## src/rtl/pixel_cell_divider.sv

```systemverilog
// Pixel-to-board-cell converter: restoring division of x and y by the cell size,
// one quotient bit per clock on both axes, with valid/ready on both sides.
module pixel_cell_divider #(
   parameter int W       = 10,
   parameter int DIVISOR = 20,
   parameter int COLS    = 10,
   parameter int ROWS    = 20,
   parameter int CLAMP   = 0
) (
   input  logic         clk,
   input  logic         rst,
   input  logic         in_valid,
   output logic         in_ready,
   input  logic [W-1:0] in_x,
   input  logic [W-1:0] in_y,
   output logic         out_valid,
   input  logic         out_ready,
   output logic [W-1:0] out_col,
   output logic [W-1:0] out_row,
   output logic [W-1:0] out_col_rem,
   output logic [W-1:0] out_row_rem,
   output logic         out_oor
);

   if (W < 2 || W > 30 || DIVISOR < 1 || DIVISOR > (2 ** W) - 1) begin : gBadParams
      $error("pixel_cell_divider: DIVISOR must lie in 1 .. 2**W-1 (W in 2..30)");
   end

   localparam int CW = $clog2(W);
   localparam logic [W:0]    DIV_EXT  = (W + 1)'(DIVISOR);
   localparam logic [CW-1:0] CNT_LOAD = CW'(W - 1);
   localparam logic [31:0]   COLS_U   = 32'(COLS);
   localparam logic [31:0]   ROWS_U   = 32'(ROWS);
   localparam logic [W-1:0]  COL_MAX  = W'(COLS - 1);
   localparam logic [W-1:0]  ROW_MAX  = W'(ROWS - 1);

   typedef enum logic [1:0] {IDLE, CALC, DONE} stateT;
   stateT state, stateNext;

   logic [CW-1:0] bitCnt;
   logic [W-1:0]  divX, divY;
   logic [W-1:0]  remX, remY;
   logic [W:0]    trialX, trialY;
   logic          geX, geY;
   logic [W-1:0]  divXNext, divYNext;
   logic [W-1:0]  remXNext, remYNext;
   logic          accept, lastStep;
   logic          oorNext;
   logic [W-1:0]  colFinal, rowFinal;

   assign in_ready  = (state == IDLE) && !rst;
   assign out_valid = (state == DONE);

   // Control decode: handshake acceptance, the final division step and DONE release.
   always_comb begin
      stateNext = state;
      accept    = 1'b0;
      lastStep  = 1'b0;
      case (state)
         IDLE: begin
            if (in_valid && in_ready) begin
               accept    = 1'b1;
               stateNext = CALC;
            end
         end
         CALC: begin
            if (bitCnt == '0) begin
               lastStep  = 1'b1;
               stateNext = DONE;
            end
         end
         DONE: begin
            if (out_ready) stateNext = IDLE;
         end
         default: stateNext = IDLE;
      endcase
   end

   // One restoring step per axis; quotient bits shift into the dividend register's LSB,
   // so after W steps the dividend register holds the quotient.
   always_comb begin
      trialX   = {remX, divX[W-1]};
      trialY   = {remY, divY[W-1]};
      geX      = (trialX >= DIV_EXT);
      geY      = (trialY >= DIV_EXT);
      remXNext = geX ? W'(trialX - DIV_EXT) : trialX[W-1:0];
      remYNext = geY ? W'(trialY - DIV_EXT) : trialY[W-1:0];
      divXNext = {divX[W-2:0], geX};
      divYNext = {divY[W-2:0], geY};
      oorNext  = (32'(divXNext) >= COLS_U) || (32'(divYNext) >= ROWS_U);
      colFinal = divXNext;
      rowFinal = divYNext;
      if (CLAMP != 0 && 32'(divXNext) >= COLS_U) colFinal = COL_MAX;
      if (CLAMP != 0 && 32'(divYNext) >= ROWS_U) rowFinal = ROW_MAX;
   end

   always_ff @(posedge clk or posedge rst) begin
      if (rst) state <= IDLE;
      else     state <= stateNext;
   end

   // Datapath: capture on accept, iterate in CALC, register the results on the last step.
   always_ff @(posedge clk or posedge rst) begin
      if (rst) begin
         bitCnt      <= '0;
         divX        <= '0;
         divY        <= '0;
         remX        <= '0;
         remY        <= '0;
         out_col     <= '0;
         out_row     <= '0;
         out_col_rem <= '0;
         out_row_rem <= '0;
         out_oor     <= 1'b0;
      end else if (accept) begin
         divX   <= in_x;
         divY   <= in_y;
         remX   <= '0;
         remY   <= '0;
         bitCnt <= CNT_LOAD;
      end else if (state == CALC) begin
         divX <= divXNext;
         divY <= divYNext;
         remX <= remXNext;
         remY <= remYNext;
         if (lastStep) begin
            out_col     <= colFinal;
            out_row     <= rowFinal;
            out_col_rem <= remXNext;
            out_row_rem <= remYNext;
            out_oor     <= oorNext;
         end else begin
            bitCnt <= bitCnt - 1'b1;
         end
      end
   end

endmodule

```

## config.mk

```make
export PLATFORM = sky130hd
export DESIGN_NAME = pixel_cell_divider
export DESIGN_NICKNAME = d
export VERILOG_FILES = /design/src/rtl/pixel_cell_divider.sv
export SDC_FILE = /design/constraint.sdc
export NUM_CORES = 1
export LEC_CHECK = 0
export CELL_PAD_IN_SITES_DETAIL_PLACEMENT = 1
export CELL_PAD_IN_SITES_GLOBAL_PLACEMENT = 2
export CORE_UTILIZATION = 29
export DETAILED_ROUTE_END_ITERATION = 8
export HOLD_SLACK_MARGIN = 0.03
export PLACE_DENSITY = 0.79
export SETUP_SLACK_MARGIN = 0.1
export SLEW_MARGIN = 40
export SYNTH_ARGS = -nofsm -noshare
export SYNTH_HDL_FRONTEND = slang
export SYNTH_SLANG_ARGS = --single-unit
```

## constraint.sdc

```tcl
create_clock -name clk -period 3.28 [get_ports clk]
set_input_delay 0.328 -clock clk [delete_from_list [all_inputs] [get_ports clk]]
set_output_delay 0.328 -clock clk [all_outputs]
set_load 0.005 [all_outputs]
```

==> results of run 1 <==
tightest hold or removal path: cells and delay by family:
family,cells,cell delay [ps]
buffers and inverters,3,820
state kept, by name (all words and copies together), names as in the netlist:
name / count
out_col: 10
out_row_rem: 10
out_row: 10
state: 2
bitCnt: 4
remX: 10
out_oor: 1
remY: 10
divX: 10
out_col_rem: 10
divY: 10
layout by cell type (no fill, tap or decap), types with 2 or more instances in the layout:
master / Yosys / routed
xnor2_1: 4 / 4
inv_6: 0 / 3
nand2b_1: 4 / 4
nand2_1: 42 / 41
and2_4: 2 / 2
clkdlybuf4s50_1: 0 / 66
buf_4: 0 / 5
o21ai_0: 41 / 41
a211oi_1: 3 / 3
nor2_1: 5 / 5
inv_1: 27 / 26
dfrtp_1: 87 / 87
mux2_2: 24 / 24
ha_1: 5 / 5
mux2i_1: 5 / 5
a22oi_1: 2 / 2
a22o_1: 4 / 4
or3_1: 2 / 2
a21oi_1: 12 / 12
clkbuf_16: 0 / 9
o21a_1: 3 / 3
a222oi_1: 15 / 15
clkinv_2: 0 / 2
nor4_1: 8 / 8
a21o_1: 2 / 2
nor3_1: 5 / 5
cells by family (layout without fill, tap and decap cells):
| logic type | count (synthesis) | in the layout | synth area share [%] |
|---|---|---|---|
| AOI/OAI and AO/OA | 89 | 89 | 15.7 |
| xor gates and xnor gates | 5 | 5 | 1.15 |
| adders and majority gates | 5 | 5 | 1.65 |
| buffers and inverters | 46 | 115 | 4.71 |
| DFF | 87 | 87 | 57.4 |
| muxes | 30 | 30 | 8.84 |
| and+or+nand+nor | 79 | 79 | 10.6 |
metal layers:
layer | track usage [%] | wire length [microns] | vias to the layer above | share of wire (%)
li1 | - | - | 1340 | -
met1 | 20.0 | 4340 | 1430 | 47
met2 | 23.8 | 4310 | 66 | 47
met3 | 3.06 | 433 | 10 | 4.7
met4 | 6.41 | 146 | 0 | 1.6
met5 | 0 | 0 | - | 0
per-stage QoR:
stage          utilization (%)  instances  worst slack, ps  power (mW)
6_report                  39.1        582              966        5.15
5_1_grt                   39.1        582              771        5.56
4_1_cts                   39.1        582              925        5.23
3_5_place_dp              36.7        566              937        4.15
3_3_place_gp              36.6        565             1030        4.07
2_1_floorplan                -        341              531        3.22
worst paths after layout:
check | start | to | slack, ps | cells past startpoint
min in group clk | out_col_rem[5]$_DFFE_PP0P_ | out_col_rem[5]$_DFFE_PP0P_ | 480 | 2
hold reg to reg | out_col_rem[5]$_DFFE_PP0P_ | out_col_rem[5]$_DFFE_PP0P_ | 480 | 2
hold / removal | rst | remX[7]$_DFFE_PP0P_ | 430 | 3
setup reg to reg | bitCnt[0]$_DFFE_PP0P_ | out_row[8]$_DFFE_PP0P_ | 970 | 6
setup / recovery | bitCnt[0]$_DFFE_PP0P_ | out_row[8]$_DFFE_PP0P_ | 970 | 6
max in group asynchronous | rst | remY[6]$_DFFE_PP0P_ | 1950 | 4
power breakdown:
group / total, mW / switching [mW] / internal (mW)
clock network: 1.06 / 0.440 / 0.617
logic: 2.08 / 0.968 / 1.11
registers: 2.02 / 0.449 / 1.57
total: 5.15 / 1.86 / 3.30
cell type report:
cell class,count,area (sq um)
clock inverter,6,66.3
clock buffer,10,239
tap,172,215
sequential,87,2180
inverter,27,105
fill,1384,7710
multi-input combinational,208,1450
timing repair buffer,72,709
==> metrics.csv, run 1 <==
metric;value;unit
clkTransAtPathRegs;70;ps
ys.warnings.count;0;
slew_headroom;48.5;%
powerDensity;1040;nW/um^2
die_h;116;microns
clkLatencyLatePin;340;ps
setup-tns-final;0;ps
die_x;116;microns
yosysMostFrequentCell;dfrtp_1;
grt_max_degree;70;
worst_pin_slew;772;ps
post-cts-setup-buffer-count;0;
path_buf_inv;2;
drc_errors;0;
fin_crit;2310;ps
required;3500;ps
drtPass1Iterations;5;
status;finished, final reports clean;
drtAntennaViolNets;0;
grt_usage;15.1;%
leakagePower;2.20;nW
antenna_found_initial;0;
syn-instance-count;341;
cts_tree;done;
dieArea;13500;sq um
cts_hold_buf;0;
grt_pass1_vias;3020;
drive_above_1_share;15.4;%
maxCapViolCount;0;
hold_ws;433;ps
ys_types;44;
cp_cell_sequence;inv_1 > ha_1 > nor3b_1 > nand2_2 > buf_4 > mux2_2;
slew_viol_final;0;
start_kind;register;
design_area;4960;sq um
ys_seq_area_share;57.4;%
end_kind;register;
cp_max_fo;31;
synth_edf_count;0;
cts_buffer_depth;2;
finalCritPeriodShare;70.5;%
finClkSkew;5.42;ps
vdd_drop_max;0.000370;V
cts.sinks;87;
row_count;41;
numPortBuffers;66;
insertedDiodeCount;0;
slowest_delay;410;ps
clock-root-buffer;clkbuf_16;
dp_hpwl;6310;microns
vias;2846;
ys_ff_latch;87;
io-pin-count;67;
htreeDepth;3;
hp-class;in2async;
coreArea;12700;sq um
cts_resized;0;
rsz0062_at_grt;no;
synth_fp_nets;370;
criticalPathCategory;reg2reg;
grt_pass1_wl;15600;microns
wl_per_cell;15.9;microns
gp_routability_congestion;0.746;
setup_violations;0;
syn_area;3790;sq um
yosys-top-cells-count;dfrtp_1 (87), nand2_1 (42), o21ai_0 (41), inv_1 (27), mux2_2 (24);
dpl_cell_area;4650;sq um
ys.flop_type;dfrtp_1;
synth.area.top_cells;dfrtp_1 (57%), mux2_2 (7.1%), o21ai_0 (5.4%), nand2_1 (4.2%), a222oi_1 (4.0%);
grt_overflow_total;0;
hold_violations;0;
drt_iter0_drc;136;
initial_core_util;29.9;%
final_nets;434;
critical_path.slowest_cell;dfrtp_1;
synth_top_area_cell;dfrtp_1;
syn_to_final_growth;30.6;%
numCtsBuffers;9;
fmax;432;MHz
crit_arrival;2530;ps
synth_top_area_share;57.4;%
avgSynthCellArea;11.1;sq um
synth_async_sr_flop_share;100;%
wirelength;9230;microns
vias_per_cell;4.89;
path_delay_family;simple AND/OR/NAND/NOR gates;
Power figures use the tool's default switching activity.
==> inputs of run 2 (changes only) <==
Settings changed: PLACE_DENSITY 0.79 to 0.82.
Clock period 3.28 ns to 2.1 ns, I/O delays scaled along.
==> run 2 against run 1 <==
Net effect: utilization grew 0.47 points; power rose by 59%; clock-buffer cell count is 2 higher; maximum frequency grew 27%; final cell count grew 0.69%; global-route usage increased by 0.31 points; largest cell class unchanged; largest power group unchanged.
==> metrics.csv, run 2 (same netlist as run 1, synthesis figures left out) <==
metric;value;unit;change
numCtsBuffers;9;;unchanged
die_x;116;microns;unchanged
slew_viol_final;0;;unchanged
wirelength;9410;microns;+2.0%
hp-class;in2reg;;
setup-tns-final;0;ps;unchanged
initial_core_util;29.9;%;unchanged
grt_max_degree;88;;+26%
coreArea;12700;sq um;unchanged
cp-startpoint;bitCnt[0]$_DFFE_PP0P_;;
grt_usage;15.4;%;+0.31 points
cp_max_fo;34;;+9.7%
clkTransAtPathRegs;60;ps;about the same
fin_crit;1820;ps;-495 ps
path_buf_inv;2;;unchanged
grt_pass1_vias;3137;;+3.9%
syn_to_final_growth;32.2;%;
vias_per_cell;4.86;;-0.54%
leakagePower;2.22;nW;+0.77%
required;2320;ps;-1180 ps
io-pin-count;67;;unchanged
cts_tree;done;;
hold_depth;3;;
fin_util;39.6;%;+0.47 points
crit_arrival;2040;ps;-490 ps
maxCapViolCount;0;;unchanged
placed_cells;570;;+0.71%
vdd_drop_max;0.000528;V;+43%
start_kind;register;;
final_cells;586;;+0.69%
cts.sinks;87;;unchanged
final_cell_mix;dfrtp_1 (87), clkdlybuf4s50_1 (66), nand2_1 (41), o21ai_0 (41), inv_1 (26);;
insertedDiodeCount;0;;unchanged
fmax;550;MHz;+27%
worst_pin_slew;732;ps;-40.8 ps
drtAntennaViolNets;0;;unchanged
die_h;116;microns;unchanged
clock-root-buffer;clkbuf_16;;
gp_routability_congestion;0.777;;+4.2%
finClkSkew;8.08;ps;+2.66 ps
cts_buffer_depth;2;;unchanged
rsz0062_at_grt;no;;
critical_path.slowest_cell;dfrtp_1;;
clkLatencyLatePin;340;ps;about the same
slowest_delay;390;ps;-20 ps
numPortBuffers;66;;unchanged
drc_errors;0;;unchanged
status;finished, final reports clean;;
path_delay_family;buffers and inverters;;
htreeDepth;3;;unchanged
powerDensity;1630;nW/um^2;+57%
rr_worst_depth;6;;unchanged
hold_violations;0;;unchanged
grt_pass1_wl;15900;microns;+1.7%
vias;2850;;+0.14%
drt_iter0_drc;99;;-27%
setup_violations;0;;unchanged
drtPass1Iterations;6;;+1
min_from;in_y[9];;
wl_per_cell;16.1;microns;+1.3%
cp_num_cells;6;;unchanged
r2r_start;bitCnt[0]$_DFFE_PP0P_;;
row_count;41;;unchanged
grt_overflow_total;0;;unchanged
end_kind;register;;
final_common_cell;dfrtp_1;;
final_nets;438;;+0.92%
criticalPathCategory;reg2reg;;
antenna_found_initial;0;;unchanged
dieArea;13500;sq um;unchanged
drive_above_1_share;16.2;%;+0.82 points
dp_hpwl;6360;microns;+0.90%
slew_headroom;51.2;%;+2.7 points
cp_cell_sequence;inv_1 > ha_1 > nor3b_2 > nand2_2 > buf_4 > mux2_2;;
finalCritPeriodShare;86.6;%;+16 points
[run 2: cell types whose count changed in the layout (fill, tap and decap cells not counted), moves of 2 or more]
cell	before	now
buf_4	5	8
inv_6	3	0
and2_1	0	2
clkbuf_8	1	3
clkinv_2	2	0
clkinvlp_4	1	3
[run 2: stage by stage]
step | instance area, sq um | power (mW) | hold slack, ps | setup slack, ps
after floorplan | 3840 | 5.10 | 318 | -267
after global placement | 4690 | 6.43 | 470 | 83.2
after detailed placement | 4690 | 6.59 | 472 | 4.09
after CTS | 5000 | 8.30 | 428 | 171
after global routing | 5020 | 8.82 | 445 | 149
final | 5020 | 8.18 | 433 | 282
[run 2: worst paths after layout]
| kind | slack, ps | endpoint |
|---|---|---|
| max | 280 | out_row_rem[2]$_DFFE_PP0P_ |
| min | 430 | divY[9]$_DFFE_PP0P_ |
| max reg2reg | 280 | out_row_rem[2]$_DFFE_PP0P_ |
| min reg2reg | 480 | out_col_rem[5]$_DFFE_PP0P_ |
| max in group asynchronous | 1090 | out_col[7]$_DFFE_PP0P_ |
| min in group asynchronous | 440 | bitCnt[1]$_DFFE_PP0P_ |
[run 2: metal layers]
metal | global-route usage (%) | routed length [microns] | up-vias
met1 | 20.1 | 4370 | 1416
met3 | 3.84 | 483 | 12
met2 | 24.2 | 4410 | 75
li1 | - | - | 1347
met5 | 0 | 0 | -
met4 | 6.58 | 153 | 0
[run 2: what timing repair did]
| item | 4_1_cts | 5_1_grt |
|---|---|---|
| setup endpoints to repair | 0 | 10 |
| setup buffers | 0 | 0 |
| hold buffers | 0 | 0 |
| gates resized for setup | 0 | 3 |
[run 2: worst reg2reg max path, cell delays in order, from the launching register on]
cell	delay, ps
dfrtp_1	390
inv_1	60
ha_1	220
nor3b_2	190
nand2_2	80
buf_4	370
mux2_2	410
[run 2: power breakdown]
part / internal [mW] / switching (mW) / leakage [nW]
Combinational: 1.81 / 1.56 / 0.980
Sequential: 2.45 / 0.713 / 1.09
Clock: 0.989 / 0.663 / 0.145
[run 2: final cells by class]
class | count | area, sq um
fill | 1415 | 7650
sequential | 87 | 2180
multi-input combinational | 208 | 1460
timing repair buffer | 76 | 754
clock buffer | 12 | 256
tap | 172 | 215
inverter | 27 | 105
clock inverter | 4 | 53.8
==> inputs of run 3 (changes only) <==
==> constraint.sdc (replaced) <==
create_clock -name clk -period 2.1 [get_ports clk]
set_input_delay 0.525 -clock clk [delete_from_list [all_inputs] [get_ports clk]]
set_output_delay 0.525 -clock clk [all_outputs]
set_load 0.005 [all_outputs]
==> run 3 against run 2 <==
Net effect: critical path type is now reg2out; wire length is 0.88% higher; critical endpoint is now out_valid; final cell count increased by 0.34%; sequential power about the same; power up 0.11%; maximum frequency decreased by 5.6%; non-clock buffer count rose by 2; combinational power increased by 2%; clock power is 2% lower; sequential cell count stayed put; critical path depth decreased by 3; largest power group unchanged; die area is the same.
==> metrics.csv, run 3 (same netlist as run 1, synthesis figures left out) <==
metric;value;unit;change
n_fill_cell;1385;;-2.1%
vias;2858;;+0.28%
row_count;41;;unchanged
numCtsBuffers;9;;unchanged
grt_max_degree;88;;unchanged
cts_buffer_depth;2;;unchanged
coreArea;12700;sq um;unchanged
initial_core_util;29.9;%;unchanged
drtAntennaViolNets;0;;unchanged
hold-path-endpoint;out_row_rem[9]$_DFFE_PP0P_;;
vdd_drop_max;0.000648;V;+23%
maxCapViolCount;0;;unchanged
grt_pass1_wl;15900;microns;unchanged
start_kind;register;;
antenna_found_initial;0;;unchanged
fmax;519;MHz;-5.6%
hold_violations;0;;unchanged
cts.sinks;87;;unchanged
cp_max_fo;5;;-85%
final_cell_mix;dfrtp_1 (87), clkdlybuf4s50_1 (65), nand2_1 (41), o21ai_0 (41), inv_1 (26);;
grt_overflow_total;0;;unchanged
setup_violations;0;;unchanged
vias_per_cell;4.86;;about the same
io-pin-count;67;;unchanged
total_power;8.19;mW;+0.11%
drc_errors;0;;unchanged
final_nets;440;;+0.46%
r2r-end;remY[3]$_DFFE_PP0P_;;
clock-root-buffer;clkbuf_16;;
finalCritPeriodShare;91.8;%;+5.2 points
required;1570;ps;-750 ps
crit_arrival;1400;ps;-640 ps
place_ws;-133;ps;-137 ps
finClkSkew;6.17;ps;-1.90 ps
cp_cell_sequence;nand2b_1 > inv_1 > clkdlybuf4s50_1;;
criticalPathCategory;reg2out;;
status;finished, final reports clean;;
hold_depth;2;;-1
final_common_cell;dfrtp_1;;
dp_hpwl;6420;microns;+0.87%
grt_usage;15.5;%;+0.095 points
rr_worst_depth;6;;unchanged
wirelength;9500;microns;+0.88%
clkTransAtPathRegs;60;ps;about the same
worst_pin_slew;477;ps;-255 ps
insertedDiodeCount;0;;unchanged
die_h;116;microns;unchanged
numPortBuffers;66;;unchanged
gp_routability_congestion;0.821;;+5.6%
dieArea;13500;sq um;unchanged
setup_ws;173;ps;-109 ps
wl_per_cell;16.1;microns;+0.54%
clkLatencyLatePin;330;ps;about the same
slowest_delay;490;ps;+100 ps
drt_iter0_drc;140;;+41%
powerDensity;1620;nW/um^2;-0.41%
critical_path.slowest_cell;clkdlybuf4s50_1;;
leakagePower;2.24;nW;+0.89%
r2r_slack;190;ps;-90 ps
end_kind;primary output;;
drtPass1Iterations;6;;unchanged
hp-class;reg2reg;;
slew_headroom;68.2;%;+17 points
min_from;out_row_rem[9]$_DFFE_PP0P_;;
rsz0062_at_grt;no;;
slew_viol_final;0;;unchanged
fin_crit;1930;ps;+109 ps
syn_to_final_growth;32.9;%;
r2r_start;remY[1]$_DFFE_PP0P_;;
grt_pass1_vias;3050;;-2.8%
htreeDepth;3;;unchanged
die_x;116;microns;unchanged
drive_above_1_share;16.8;%;+0.64 points
cts_tree;done;;
[run 3: layer usage]
layer	GRT usage [%]	up-vias	share of wire (%)
met5	0	-	0
met4	4.87	0	0.83
met3	4.62	5	4.9
met2	25.6	56	47
met1	19.3	1440	47
li1	-	1357	-
[run 3: final cells by class]
class | instances | area [sq um] | area share, %
clock inverter | 5 | 56.3 | 1.12
sequential | 87 | 2180 | 43.2
timing repair buffer | 78 | 787 | 15.6
inverter | 27 | 105 | 2.08
tap | 172 | 215 | 4.27
multi-input combinational | 208 | 1460 | 29.0
clock buffer | 11 | 243 | 4.81
[run 3: how the worst max path moves through the flow]
stage / from / endpoint / slack, ps / depth (start not counted)
final: state[1]$_DFFE_PP0P_ / out_valid / 170 / 3
after detailed placement: rst / in_ready / -130 / 3
after global routing: state[1]$_DFFE_PP0P_ / out_valid / 100 / 3
after CTS: state[1]$_DFFE_PP0P_ / out_valid / 140 / 3
after floorplan: rst / divY[0]$_DFFE_PP0P_ / -580 / 7
after global placement: rst / in_ready / -100 / 3
[run 3: report_power, final]
group,leakage [nW],total [mW],internal (mW),switching [mW]
combinational,0.999,3.43,1.84,1.59
clock,0.146,1.61,0.955,0.653
sequential,1.09,3.15,2.45,0.702
[run 3: timing repair]
action,CTS,global route
setup buffers,1,0
endpoints found under the setup margin,2,25
hold buffers,0,0
gates resized for setup,2,2
endpoints found under the hold margin,0,0
[run 3: metrics by stage]
step	instance area, sq um	TNS (ps)	hold slack, ps	cells	utilization, %
after CTS	5030	0	489	588	39.7
final	5040	0	481	588	39.8
after global placement	4720	-452	469	571	37.3
after floorplan	3840	-19380	467	341	-
after global routing	5040	0	510	588	39.8
after detailed placement	4720	-1470	475	571	37.3
[run 3: critical path, delay by kind of cell (launching register included)]
| kind | cells | cell delay (ps) |
|---|---|---|
| flip-flops | 1 | 440 |
| buffers and inverters | 2 | 540 |
| AND/OR/NAND/NOR | 1 | 90 |
